`config.mk`:
```
export PLATFORM = sky130hd
export DESIGN_NAME = clk_gate_ctrl
export DESIGN_NICKNAME = d
export VERILOG_FILES = /design/src/rtl/clk_gate_ctrl_pkg.sv /design/src/rtl/clk_gate_dcnt.sv /design/src/rtl/clk_gate_ctrl.sv
export SDC_FILE = /design/constraint.sdc
export NUM_CORES = 1
export LEC_CHECK = 0
export CAP_MARGIN = 20
export CELL_PAD_IN_SITES_DETAIL_PLACEMENT = 1
export CELL_PAD_IN_SITES_GLOBAL_PLACEMENT = 1
export CORE_ASPECT_RATIO = 1.25
export CORE_UTILIZATION = 40
export DETAILED_ROUTE_END_ITERATION = 12
export GPL_TIMING_DRIVEN = 0
export PLACE_DENSITY_LB_ADDON = 0.1
export SYNTH_ARGS = -nofsm -noshare
export SYNTH_HDL_FRONTEND = slang
export SYNTH_SLANG_ARGS = --single-unit
```
`constraint.sdc`:
```
create_clock -name CLK -period 2.5 [get_ports CLK]
set_input_delay 0.25 -clock CLK [delete_from_list [all_inputs] [get_ports CLK]]
set_output_delay 0.25 -clock CLK [all_outputs]
set_load 0.01 [all_outputs]
```
`src/rtl/clk_gate_ctrl_pkg.sv`:
```
// Shared types and constants for the clock-gate controller.
package clk_gate_ctrl_pkg;
  localparam int CNT_W = 8;

  typedef enum logic [1:0] {RUN, IDLE, OFF, WAKE} state_e;
endpackage

```
`src/rtl/clk_gate_dcnt.sv`:
```
// Loadable down-counter with zero detect, shared by the idle and wake timers.
module clk_gate_dcnt
  import clk_gate_ctrl_pkg::*;
(
  input  logic             clk,
  input  logic             rst,
  input  logic             load,
  input  logic             dec,
  input  logic [CNT_W-1:0] load_val,
  output logic [CNT_W-1:0] cnt,
  output logic             zero
);
  logic [CNT_W-1:0] cnt_q, cnt_d;

  always_comb begin
    cnt_d = cnt_q;
    if (load) cnt_d = load_val;
    else if (dec && (cnt_q != '0)) cnt_d = cnt_q - 1'b1;
  end

  always_ff @(posedge clk or posedge rst) begin
    if (rst) cnt_q <= '0;
    else     cnt_q <= cnt_d;
  end

  assign cnt  = cnt_q;
  assign zero = (cnt_q == '0);
endmodule

```
`src/rtl/clk_gate_ctrl.sv`:
```
// Idle-timeout clock-gate controller: closes the gate after IDLE_CYC quiet cycles,
// reopens on REQ/BUSY and acks after WAKE_CYC settle cycles. GATE_CNT under CLK_GATE_CTRL_STATS_EN.
module clk_gate_ctrl
  import clk_gate_ctrl_pkg::*;
#(
  parameter int IDLE_CYC = 16,
  parameter int WAKE_CYC = 2
) (
  input  logic        CLK,
  input  logic        RST,
  input  logic        REQ,
  input  logic        BUSY,
  input  logic        SE,
  output logic        E,
  output logic        TE,
  output logic        ACK
`ifdef CLK_GATE_CTRL_STATS_EN
  ,
  output logic [15:0] GATE_CNT
`endif
);
  localparam logic [CNT_W-1:0] IDLE_LD = CNT_W'(IDLE_CYC - 1);
  localparam logic [CNT_W-1:0] WAKE_LD = CNT_W'(WAKE_CYC - 1);

  state_e           state_q, state_d;
  logic             e_q, e_d, ack_q, ack_d;
  logic             cnt_load, cnt_dec, cnt_zero;
  logic [CNT_W-1:0] cnt_ld_val, cnt_val;
  logic             wake_req;

  assign wake_req = REQ | BUSY;

  clk_gate_dcnt u_dcnt (
    .clk      (CLK),
    .rst      (RST),
    .load     (cnt_load),
    .dec      (cnt_dec),
    .load_val (cnt_ld_val),
    .cnt      (cnt_val),
    .zero     (cnt_zero)
  );

  always_comb begin
    state_d    = state_q;
    cnt_load   = 1'b0;
    cnt_dec    = 1'b0;
    cnt_ld_val = IDLE_LD;
    case (state_q)
      RUN: if (!wake_req) begin
        state_d  = IDLE;
        cnt_load = 1'b1;
      end
      // Activity wins over timeout expiry.
      IDLE: begin
        if (wake_req)      state_d = RUN;
        else if (cnt_zero) state_d = OFF;
        else               cnt_dec = 1'b1;
      end
      OFF: if (wake_req) begin
        state_d    = WAKE;
        cnt_load   = 1'b1;
        cnt_ld_val = WAKE_LD;
      end
      // Wake always runs to completion, even if the request drops.
      WAKE: begin
        if (cnt_zero) state_d = RUN;
        else          cnt_dec = 1'b1;
      end
      default: state_d = RUN;
    endcase
    e_d   = (state_d != OFF);
    ack_d = (state_d == RUN);
  end

  always_ff @(posedge CLK or posedge RST) begin
    if (RST) begin
      state_q <= RUN;
      e_q     <= 1'b1;
      ack_q   <= 1'b1;
    end else begin
      state_q <= state_d;
      e_q     <= e_d;
      ack_q   <= ack_d;
    end
  end

  assign E   = e_q;
  assign ACK = ack_q;
  assign TE  = SE;

`ifdef CLK_GATE_CTRL_STATS_EN
  logic [15:0] gate_cnt_q, gate_cnt_d;

  always_comb begin
    gate_cnt_d = gate_cnt_q;
    if ((state_q != OFF) && (state_d == OFF) && (gate_cnt_q != 16'hFFFF))
      gate_cnt_d = gate_cnt_q + 16'd1;
  end

  always_ff @(posedge CLK or posedge RST) begin
    if (RST) gate_cnt_q <= '0;
    else     gate_cnt_q <= gate_cnt_d;
  end

  assign GATE_CNT = gate_cnt_q;
`endif
endmodule

```
**Word level (Yosys, flattened, before mapping)**

Cells that the tools add are included.

- Logic and storage cells: 32
- Output and inout bits: 3
- Register bits after elaboration: 12
- Bits of input ports: 5

- Equal/unequal tests: 4
- Reductions and logical operators: 6
- Add/subtract/negate cells: 1
- Bitwise logic cells: 1
- Multiplexer cells: 16

Operators with widths:

| cell | number |
|---|---|
| $mux 8 | 2 |
| $mux 2 | 5 |
| $logic_not 8->1 | 1 |
| $mux 4 | 2 |
| $pmux 2 s4 | 1 |
| $reduce_bool 8->1 | 1 |
| $sub 8x1->8 const B | 1 |
| $eq 2x2->1 const B | 2 |
| $logic_not 2->1 | 2 |
| $mux 1 | 4 |
| $pmux 1 s2 | 2 |
| $eq 2x1->1 const B | 1 |
| $ne 2x2->1 const B | 1 |
| $reduce_bool 2->1 | 1 |
| $logic_and 1x1->1 | 1 |
| $or 1x1->1 | 1 |

**Longest topological paths before layout**

Gate-level depths: netlist of run 1.

- Word-level depth: 7
- Gate-level depth with buffers: 6
- Mapped depth without buffers: 6

**Modules after synthesis**

From an unflattened synthesis of run 1, not the netlist that was laid out.

- Cells, all modules: 76
- Area, all modules: 728.2 sq um

By module, submodules not included:

| module | instances | area an instance (sq um) | sequential area each (sq um) | cells an instance |
|---|---|---|---|---|
| clk_gate_dcnt | 1 | 495.5 | 200.2 | 53 |
| clk_gate_ctrl | 1 | 232.7 | 102.6 | 23 |

**Worst setup path before layout of run 1**

OpenSTA, ideal clock, no wires.

- Path kind: reg-to-reg
- Start: register u_dcnt.cnt_q[3], in the netlist u_dcnt.cnt[3]
- End: register u_dcnt.cnt_q[7], in the netlist u_dcnt.cnt[7]
- Path buffers: 0
- Data arrival time: 1.762 ns
- Path slack: 0.660 ns
- Period minus slack after synthesis: 1.840 ns
- Setup time: 0.078 ns
- Stages on the path, launching flop included: 5
- Path through: dfrtp_1 > or4_4 > or4_1 > or3_1 > a21oi_1

- Cells in the longest elaborated chain, start to end: 6
- Elaborated cells on any way between the ends: 10

RTL lines:

| element | RTL line | text |
|---|---|---|
| start: declaration | clk_gate_dcnt.sv:13 | `logic [CNT_W-1:0] cnt_q, cnt_d;` |
| start signal: assignment | clk_gate_dcnt.sv:23 | `else cnt_q <= cnt_d;` |
| parallel branches: the longest is 6 deep, another holds $sub 8x1->8 | - |  |

Parallel ways; which one is timed is not known. The select of a mux whose other input is x is not followed.
A chain may end at the register's enable or synchronous reset.

**Worst setup path after layout of run 1**

Same ends and word-level chain as after synthesis.

==> qor.yml, run 1 <==
synth:
  synth_seq_cells: 12
  synthMuxAreaShare: 0.0144
  yosysTopAreaCell: "dfrtp_1"
  synth_common_cells: "dfrtp_1, a21oi_1, nand2_1, o21ai_0, inv_1"
  synth-xor-area-share: 0
  synth_compound_area_frac: 0.235
  yosys_warnings: 0
  syn-instance-count: 77
  synth_area_leaders: "dfrtp_1, dfstp_2, a21oi_1, o21ai_0, nand2_1"
  async_reset_ff_frac: 1.00
  yosys.area_share.simple: 0.232
  seq_area_frac_synth: 0.434
  synth_ff_type: "dfrtp_1"
  synth_nets: 84
  synthAdderAreaFrac: 0.0359
  syn_area_sq_um: 697
  synth_top_family_by_area: "compound AO/OA/AOI/OAI gates"
  synthMostInstantiatedCell: "dfrtp_1"
  synth_top_area_frac: 0.359
  synth.distinct_cells: 32
  synth_edf_count: 0
  synth_area_per_cell_sq_um: 9.05
finish:
  fillers: 206
  stdcell_count: 105
  diodes: 0
  finish.net_count: 95
  drive_above_1_share: 0.161
  area_delta_synth_final_pct: 15.6
  final_area_sq_um: 806
floorplanning:
  die-area_sq_mm: 0.00191
  start_util: 0.435
  die-width_um: 39.3
  core_sq_mm: 0.00160
  rows: 16
  io_pins: 8
  die_y_um: 48.7
grt:
  antenna_found_initial: 0
  grt_use_total: 0.218
  grt_pass1_wl_um: 2840
  first_global_vias: 635
  overflow: 0
  grt_max_degree: 13
clock_network:
  cts_tree: "done"
  cts_buffers: 3
  clk_latency_ps: 280
  clock_path_buffers: 2
  post-cts-setup-buffers: 0
  clk_pin_slew_ps: 80
  clock_sinks: 12
  hold_buffers: 0
  cts.repair.resized: 0
  root_buffer: "clkbuf_4"
  cts_max_level: 1
sta:
  setup_viol: 0
  rsz0062_at_grt: "false"
  max_freq_mhz: 508
  tightest_slew_ps: 574
  fin_crit_ps: 1970
  finalMaxSlewViolations: 0
  period_share: 0.787
  fin_tns_setup_ps: 0
  fin_worst_skew_ps: 8.44
  slew-limit-headroom: 0.615
  hold_viol: 0
critical_path:
  worstPathRequired_ps: 2710
  crit_type: "reg -> reg"
  setup.worst_path.end_class: "flip-flop"
  path_max_fanout: 5
  cp.arrival_ps: 2180
  rrSetupSlack_ps: 530
  critPathLaunchType: "flip-flop"
drt:
  drt_first_pass_iters: 4
  met3RoutedLength_um: 34
  vias_per_cell: 5.79
  route.detailed.drc: 0
  vias: 608
  drt_iter0_drc: 2
  route.met2.wl_um: 838
  routedLengthMet1_um: 762
  antenna_left: 0
  wl_per_cell_um: 15.8
  drt_wl_total_um: 1660
  routed.top_layer: "met4"
pwr:
  powerDensity_mw_per_mm2: 1110
  pwr-share-seq: 0.396
  internal_power_mw: 0.523
  switching_share: 0.413
  power_leakage_nw: 0.338
  clkPwrFrac: 0.146
  power_switching_mw: 0.368
  finalPower_mw: 0.891
  combPwrFrac: 0.458
  peakVddDrop_mv: 0.585
placement:
  gp_congestion: 0.777
  dp_cells: 101
  dp_hpwl_um: 1230
  port_buffers: 6
  place_area_sq_um: 779
flow_run:
  maxCapViolCount: 0
hold_path:
  hold_class: "in -> async"
run_status:
  run_status: "finished, final reports clean"
[routing by layer]
layer | global-route usage | vias up
met5 | 0 | -
met4 | 0.0862 | 0
met3 | 0.0550 | 4
met2 | 0.361 | 6
met1 | 0.256 | 295
li1 | - | 303
[cell usage in the layout (no fill, tap or decap), types with 2 or more instances in the layout]
cell type	Yosys	final
nor3_1	2	2
dfrtp_1	10	10
nand2_1	7	7
a21oi_1	8	8
clkbuf_4	0	3
clkdlybuf4s50_1	0	6
nand3_1	2	2
a21bo_2	2	2
o21ai_0	7	7
or3_1	3	3
clkbuf_1	2	3
ha_1	2	2
inv_1	5	5
or2_2	2	2
nor2_1	4	4
or4_1	2	2
dfstp_2	2	2
[worst paths after layout]
check | from | end | cells past startpoint
setup / recovery | u_dcnt.cnt[3] | u_dcnt.cnt[7] | 4
hold / removal | RST | u_dcnt.cnt[7] | 2
setup reg to reg | u_dcnt.cnt[3] | u_dcnt.cnt[7] | 4
hold reg to reg | u_dcnt.cnt[6] | u_dcnt.cnt[6] | 1
max in group asynchronous | RST | ACK | 2
min in group CLK | u_dcnt.cnt[6] | u_dcnt.cnt[6] | 1
[cell type report]
class / instances / area, sq um / share of cell area
multi-input cells: 57 / 360 / 0.447
flip-flops and latches: 12 / 303 / 0.376
repair buffers: 6 / 60.1 / 0.0745
clock buffers: 4 / 26.3 / 0.0326
well taps: 18 / 22.5 / 0.0280
inverters: 5 / 18.8 / 0.0233
plain buffers: 3 / 15.0 / 0.0186
[critical path: stages, from the launching register on]
cell     delay, ps
dfrtp_1        420
or4_4          580
or4_1          440
or3_1          320
a21oi_1        140
[stage by stage]
step | worst slack (ps) | hold slack (ps) | util
detailed placement | 429 | 534 | 0.487
finish | 533 | 280 | 0.503
floorplan | 660 | 113 | -
global placement | 452 | 498 | 0.487
global route | 271 | 356 | 0.503
CTS | 513 | 294 | 0.503
[cell families (layout without fill, tap and decap cells)]
family / Yosys count / after routing
AND/OR/NAND/NOR: 29 / 29
adder cells (fa/ha/maj): 2 / 2
flip-flops: 12 / 12
AO/OA/AOI/OAI: 25 / 25
multiplexers: 1 / 1
buffers and inverters: 8 / 18
[state kept, by name (all words and copies together), names as in the netlist]
name	cells
u_dcnt.cnt	8
state_q	2
ACK	1
E	1
[power by group through the flow]
stage	sequential, mW	combinational [mW]	clock, mW
floorplan	0.339	0.303	0
global placement	0.351	0.394	0
detailed placement	0.357	0.409	0
CTS	0.353	0.412	0.134
global route	0.366	0.469	0.148
finish	0.353	0.408	0.130
Note: power is estimated with default switching activity, not from simulation.
==> inputs of run 2 (changes only) <==
--- a/config.mk
+++ b/config.mk
@@ -9,7 +9,7 @@
 export CELL_PAD_IN_SITES_DETAIL_PLACEMENT = 1
 export CELL_PAD_IN_SITES_GLOBAL_PLACEMENT = 1
 export CORE_ASPECT_RATIO = 1.25
-export CORE_UTILIZATION = 40
+export CORE_UTILIZATION = 36
 export DETAILED_ROUTE_END_ITERATION = 12
 export GPL_TIMING_DRIVEN = 0
 export PLACE_DENSITY_LB_ADDON = 0.1
==> constraint.sdc (replaced) <==
create_clock -name CLK -period 1.66 [get_ports CLK]
set_input_delay 0.166 -clock CLK [delete_from_list [all_inputs] [get_ports CLK]]
set_output_delay 0.166 -clock CLK [all_outputs]
set_load 0.01 [all_outputs]
==> qor.yml, run 2 (same netlist as run 1, synthesis figures left out) <==
run_status:
  run_status: "complete, but fails checks"
  violations: "negative setup slack"
finish:
  fillers: 228
  diodes: 0
  final_common_cell: "dfrtp_1"
  largest_register_ffs: 8
  seq_area_sq_um: 303
  area_delta_synth_final_pct: 20.6
  drive_above_1_share: 0.253
  final_cell_mix: "dfrtp_1, a21oi_1, nand2_1, o21ai_0, clkdlybuf4s50_1"
  final_area_sq_um: 841
  multi_input_area_sq_um: 387
  finish.net_count: 96
  finish.utilization: 0.471
sta:
  slew-limit-headroom: 0.696
  fin_crit_ps: 1880
  hold_viol: 0
  fin_ws_ps: -223
  rsz0062_at_grt: "true"
  max_freq_mhz: 531
  fin_worst_skew_ps: 4.58
  period_share: 1.13
  setup_viol: 3
  finalMaxSlewViolations: 0
  tightest_slew_ps: 456
clock_network:
  cts_max_level: 1
  cts_tree: "done"
  clk_pin_slew_ps: 70
  root_buffer: "clkbuf_4"
  cts_buffers: 3
  clock_sinks: 12
  hold_buffers: 0
  clock_path_buffers: 2
  clk_latency_ps: 270
drt:
  drt_iter0_drc: 4
  route.detailed.drc: 0
  wl_per_cell_um: 15.6
  vias_per_cell: 5.89
  drt_first_pass_iters: 2
  antenna_left: 0
  vias: 624
  drt_wl_total_um: 1650
critical_path:
  cp.arrival_ps: 2090
  startpoint: "u_dcnt.cnt[0]"
  max_stage_delay_ps: 530
  cp_cell_sequence: "or4_4 > or4_4 > or3_4 > a21oi_2"
  reg2reg_depth: 4
  cp_slowest_cell: "or4_4"
  worstPathRequired_ps: 1860
  critPathMostFrequentCell: "or4_4"
  crit_type: "reg -> reg"
  path_max_fanout: 4
  setup.worst_path.end_class: "flip-flop"
  reg2reg_from: "u_dcnt.cnt[0]"
  critPathLaunchType: "flip-flop"
floorplanning:
  die_y_um: 51.2
  start_util: 0.390
  core_sq_mm: 0.00179
  die-area_sq_mm: 0.00212
  die-width_um: 41.4
  io_pins: 8
  rows: 17
placement:
  gp_congestion: 0.749
  place_ws_ps: -318
  port_buffers: 6
  dp_hpwl_um: 1220
  place_area_sq_um: 781
grt:
  antenna_found_initial: 0
  grt_max_degree: 13
  first_global_vias: 614
  top_usage_layer: "met2"
  overflow: 0
  grt_use_total: 0.197
  use_met3: 0.0261
  grt_pass1_wl_um: 2760
  grtUsageMet1: 0.261
  met2_usage: 0.310
flow_run:
  maxCapViolCount: 0
pwr:
  power_leakage_nw: 0.349
  powerDensity_mw_per_mm2: 1630
  finalPower_mw: 1.37
  peakVddDrop_mv: 0.740
hold_path:
  hold_class: "in -> async"
==> run 2: area by class of cell <==
cell class / instances / area share
plain buffers: 2 / 0.0134
clock buffers: 3 / 0.0268
inverters: 5 / 0.0223
multi-input cells: 57 / 0.460
repair buffers: 8 / 0.0893
flip-flops and latches: 12 / 0.360
well taps: 19 / 0.0283
==> run 2: power by group <==
part	switching, mW	leakage (nW)	internal [mW]
Clock	0.0913	0.0138	0.0838
Sequential	0.150	0.147	0.425
Combinational	0.324	0.188	0.293
Total	0.566	0.349	0.801
==> run 2: repair_timing <==
action                     4_1_cts  5_1_grt
setup buffers                    2        0
setup endpoints to repair       11        6
gates resized for setup          3        3
pin swaps                        4        1
==> run 2: metal layers <==
layer  routed length (um)  vias to the layer above
li1                     -                      302
met1                  746                      312
met2                  854                        6
met3                   28                        4
met4                   25                        0
met5                    0                        -
==> run 2: worst paths after layout <==
kind                                      end  slack [ps]
max in group asynchronous                   E        1120
min in group CLK                u_dcnt.cnt[6]         550
worst min-delay path            u_dcnt.cnt[5]         200
worst max-delay path            u_dcnt.cnt[7]        -220
worst max register to register  u_dcnt.cnt[7]        -220
worst min register to register  u_dcnt.cnt[6]         550
==> run 2: worst max-delay path, delay by kind of cell, from the launching register on <==
| family | cells | cell delay [ps] |
|---|---|---|
| flops | 1 | 410 |
| simple gates | 3 | 1300 |
| compound gates | 1 | 110 |
==> run 2: through the flow <==
step                      std cells  TNS (ps)  hold WS, ps
after floorplan                  77      -154         29.3
after global placement          102     -1950          503
after detailed placement        102     -2400          513
after CTS                       106      -459          222
after global routing            106      -868          287
final                           106      -419          202
==> inputs of run 3 (changes only) <==
--- a/config.mk
+++ b/config.mk
@@ -10,6 +10,7 @@
 export CELL_PAD_IN_SITES_GLOBAL_PLACEMENT = 1
 export CORE_ASPECT_RATIO = 1.25
 export CORE_UTILIZATION = 36
+export CTS_CLUSTER_SIZE = 12
 export DETAILED_ROUTE_END_ITERATION = 12
 export GPL_TIMING_DRIVEN = 0
 export PLACE_DENSITY_LB_ADDON = 0.1
==> constraint.sdc (replaced) <==
create_clock -name CLK -period 1.7 [get_ports CLK]
set_input_delay 0.17 -clock CLK [delete_from_list [all_inputs] [get_ports CLK]]
set_output_delay 0.17 -clock CLK [all_outputs]
set_load 0.01 [all_outputs]
==> qor.yml, run 3 (same netlist as run 1, synthesis figures left out) <==
run_status:
  run_status: "complete, but fails checks"
  violations: "negative setup slack"
grt:
  grt_max_degree: 13
  overflow: 0
  grt_use_total: 0.197
  antenna_found_initial: 0
  first_global_vias: 614
  grt_pass1_wl_um: 2760
flow_run:
  maxCapViolCount: 0
placement:
  dp_cells: 102
  gp_congestion: 0.749
  place_ws_ps: -282
  port_buffers: 6
  dp_hpwl_um: 1220
  place_area_sq_um: 781
sta:
  hold_viol: 0
  tightest_slew_ps: 456
  rsz0062_at_grt: "true"
  fin_worst_skew_ps: 4.58
  max_freq_mhz: 531
  finalMaxSlewViolations: 0
  fin_crit_ps: 1880
  setup_viol: 3
  slew-limit-headroom: 0.696
  fin_ws_ps: -183
  whs_ps: 206
  period_share: 1.11
drt:
  drt_wl_total_um: 1650
  route.detailed.drc: 0
  vias: 624
  drt_first_pass_iters: 2
  drt_iter0_drc: 4
  antenna_left: 0
  wl_per_cell_um: 15.6
  vias_per_cell: 5.89
pwr:
  power_leakage_nw: 0.349
  peakVddDrop_mv: 0.722
  internal_power_mw: 0.783
  powerDensity_mw_per_mm2: 1590
  power_switching_mw: 0.552
  clkPwrFrac: 0.128
  pwr-share-seq: 0.421
  switching_share: 0.414
  combPwrFrac: 0.451
clock_network:
  root_buffer: "clkbuf_4"
  cts_max_level: 1
  clk_latency_ps: 270
  clock_sinks: 12
  clock_path_buffers: 2
  cts_buffers: 3
  clk_pin_slew_ps: 70
  cts_tree: "done"
finish:
  largest_register_ffs: 8
  drive_above_1_share: 0.253
  diodes: 0
  final_common_cell: "dfrtp_1"
  final_area_sq_um: 841
  area_delta_synth_final_pct: 20.6
  finish.net_count: 96
  final_cell_mix: "dfrtp_1, a21oi_1, nand2_1, o21ai_0, clkdlybuf4s50_1"
  stdcell_count: 106
floorplanning:
  die-width_um: 41.4
  die_y_um: 51.2
  rows: 17
  start_util: 0.390
  io_pins: 8
  die-area_sq_mm: 0.00212
  core_sq_mm: 0.00179
critical_path:
  reg2reg_from: "u_dcnt.cnt[0]"
  crit_type: "reg -> reg"
  path_max_fanout: 4
  r2r-end: "u_dcnt.cnt[7]"
  setup.worst_path.end_class: "flip-flop"
  cp.arrival_ps: 2090
  rrSetupSlack_ps: -180
  critPathLaunchType: "flip-flop"
  reg2reg_depth: 4
  worstPathRequired_ps: 1900
hold_path:
  hold_class: "in -> async"
-- run 3: cell counts in the layout (fill, tap and decap cells not counted) --
No cell type changed its count.
-- run 3: worst max-delay path, stage by stage (launching register included) --
cell	delay, ps
dfrtp_1	410
or4_4	530
or4_4	430
or3_4	340
a21oi_2	110
-- run 3: metrics by stage --
step	TNS [ps]	util	power, mW
3_5_place_dp	-1980	0.437	1.12
6_report	-299	0.471	1.33
4_1_cts	-339	0.463	1.33
3_3_place_gp	-1550	0.437	1.10
2_1_floorplan	-114	-	0.944
5_1_grt	-628	0.471	1.45
-- run 3: worst max-delay path by stage --
stage	start	slack [ps]	end
2_1_floorplan	u_dcnt.cnt[1]	-110	u_dcnt.cnt[7]
3_3_place_gp	BUSY	-260	u_dcnt.cnt[5]
3_5_place_dp	BUSY	-280	u_dcnt.cnt[5]
4_1_cts	u_dcnt.cnt[0]	-200	u_dcnt.cnt[7]
5_1_grt	u_dcnt.cnt[0]	-240	u_dcnt.cnt[7]
6_report	u_dcnt.cnt[0]	-180	u_dcnt.cnt[7]
-- run 3: final cells by class --
| cell class | instances | area [sq um] |
|---|---|---|
| Fill cell | 228 | 946 |
| Multi-Input combinational cell | 57 | 387 |
| Sequential cell | 12 | 303 |
| Timing Repair Buffer | 8 | 75.1 |
| Tap cell | 19 | 23.8 |
| Clock buffer | 3 | 22.5 |
| Inverter | 5 | 18.8 |
| Buffer | 2 | 11.3 |
-- run 3: layer usage --
layer  GRT usage  vias to the layer above  wire, um
li1            -                      302         -
met1       0.261                      312       746
met2       0.310                        6       854
met3      0.0261                        4        28
met4      0.0806                        0        25
met5           0                        -         0
-- run 3: repair_timing --
| action | CTS | global route |
|---|---|---|
| setup endpoints to repair | 10 | 6 |
| resized for setup | 3 | 3 |
| pin swaps | 4 | 1 |
| buffers inserted | 2 | 0 |
| hold buffers | 0 | 0 |
-- run 3: power groups by stage --
stage | registers [mW] | clock network [mW] | logic (mW)
final | 0.561 | 0.171 | 0.602
after global routing | 0.585 | 0.190 | 0.677
after CTS | 0.558 | 0.181 | 0.595
after detailed placement | 0.524 | 0 | 0.601
after global placement | 0.517 | 0 | 0.582
after floorplan | 0.499 | 0 | 0.445
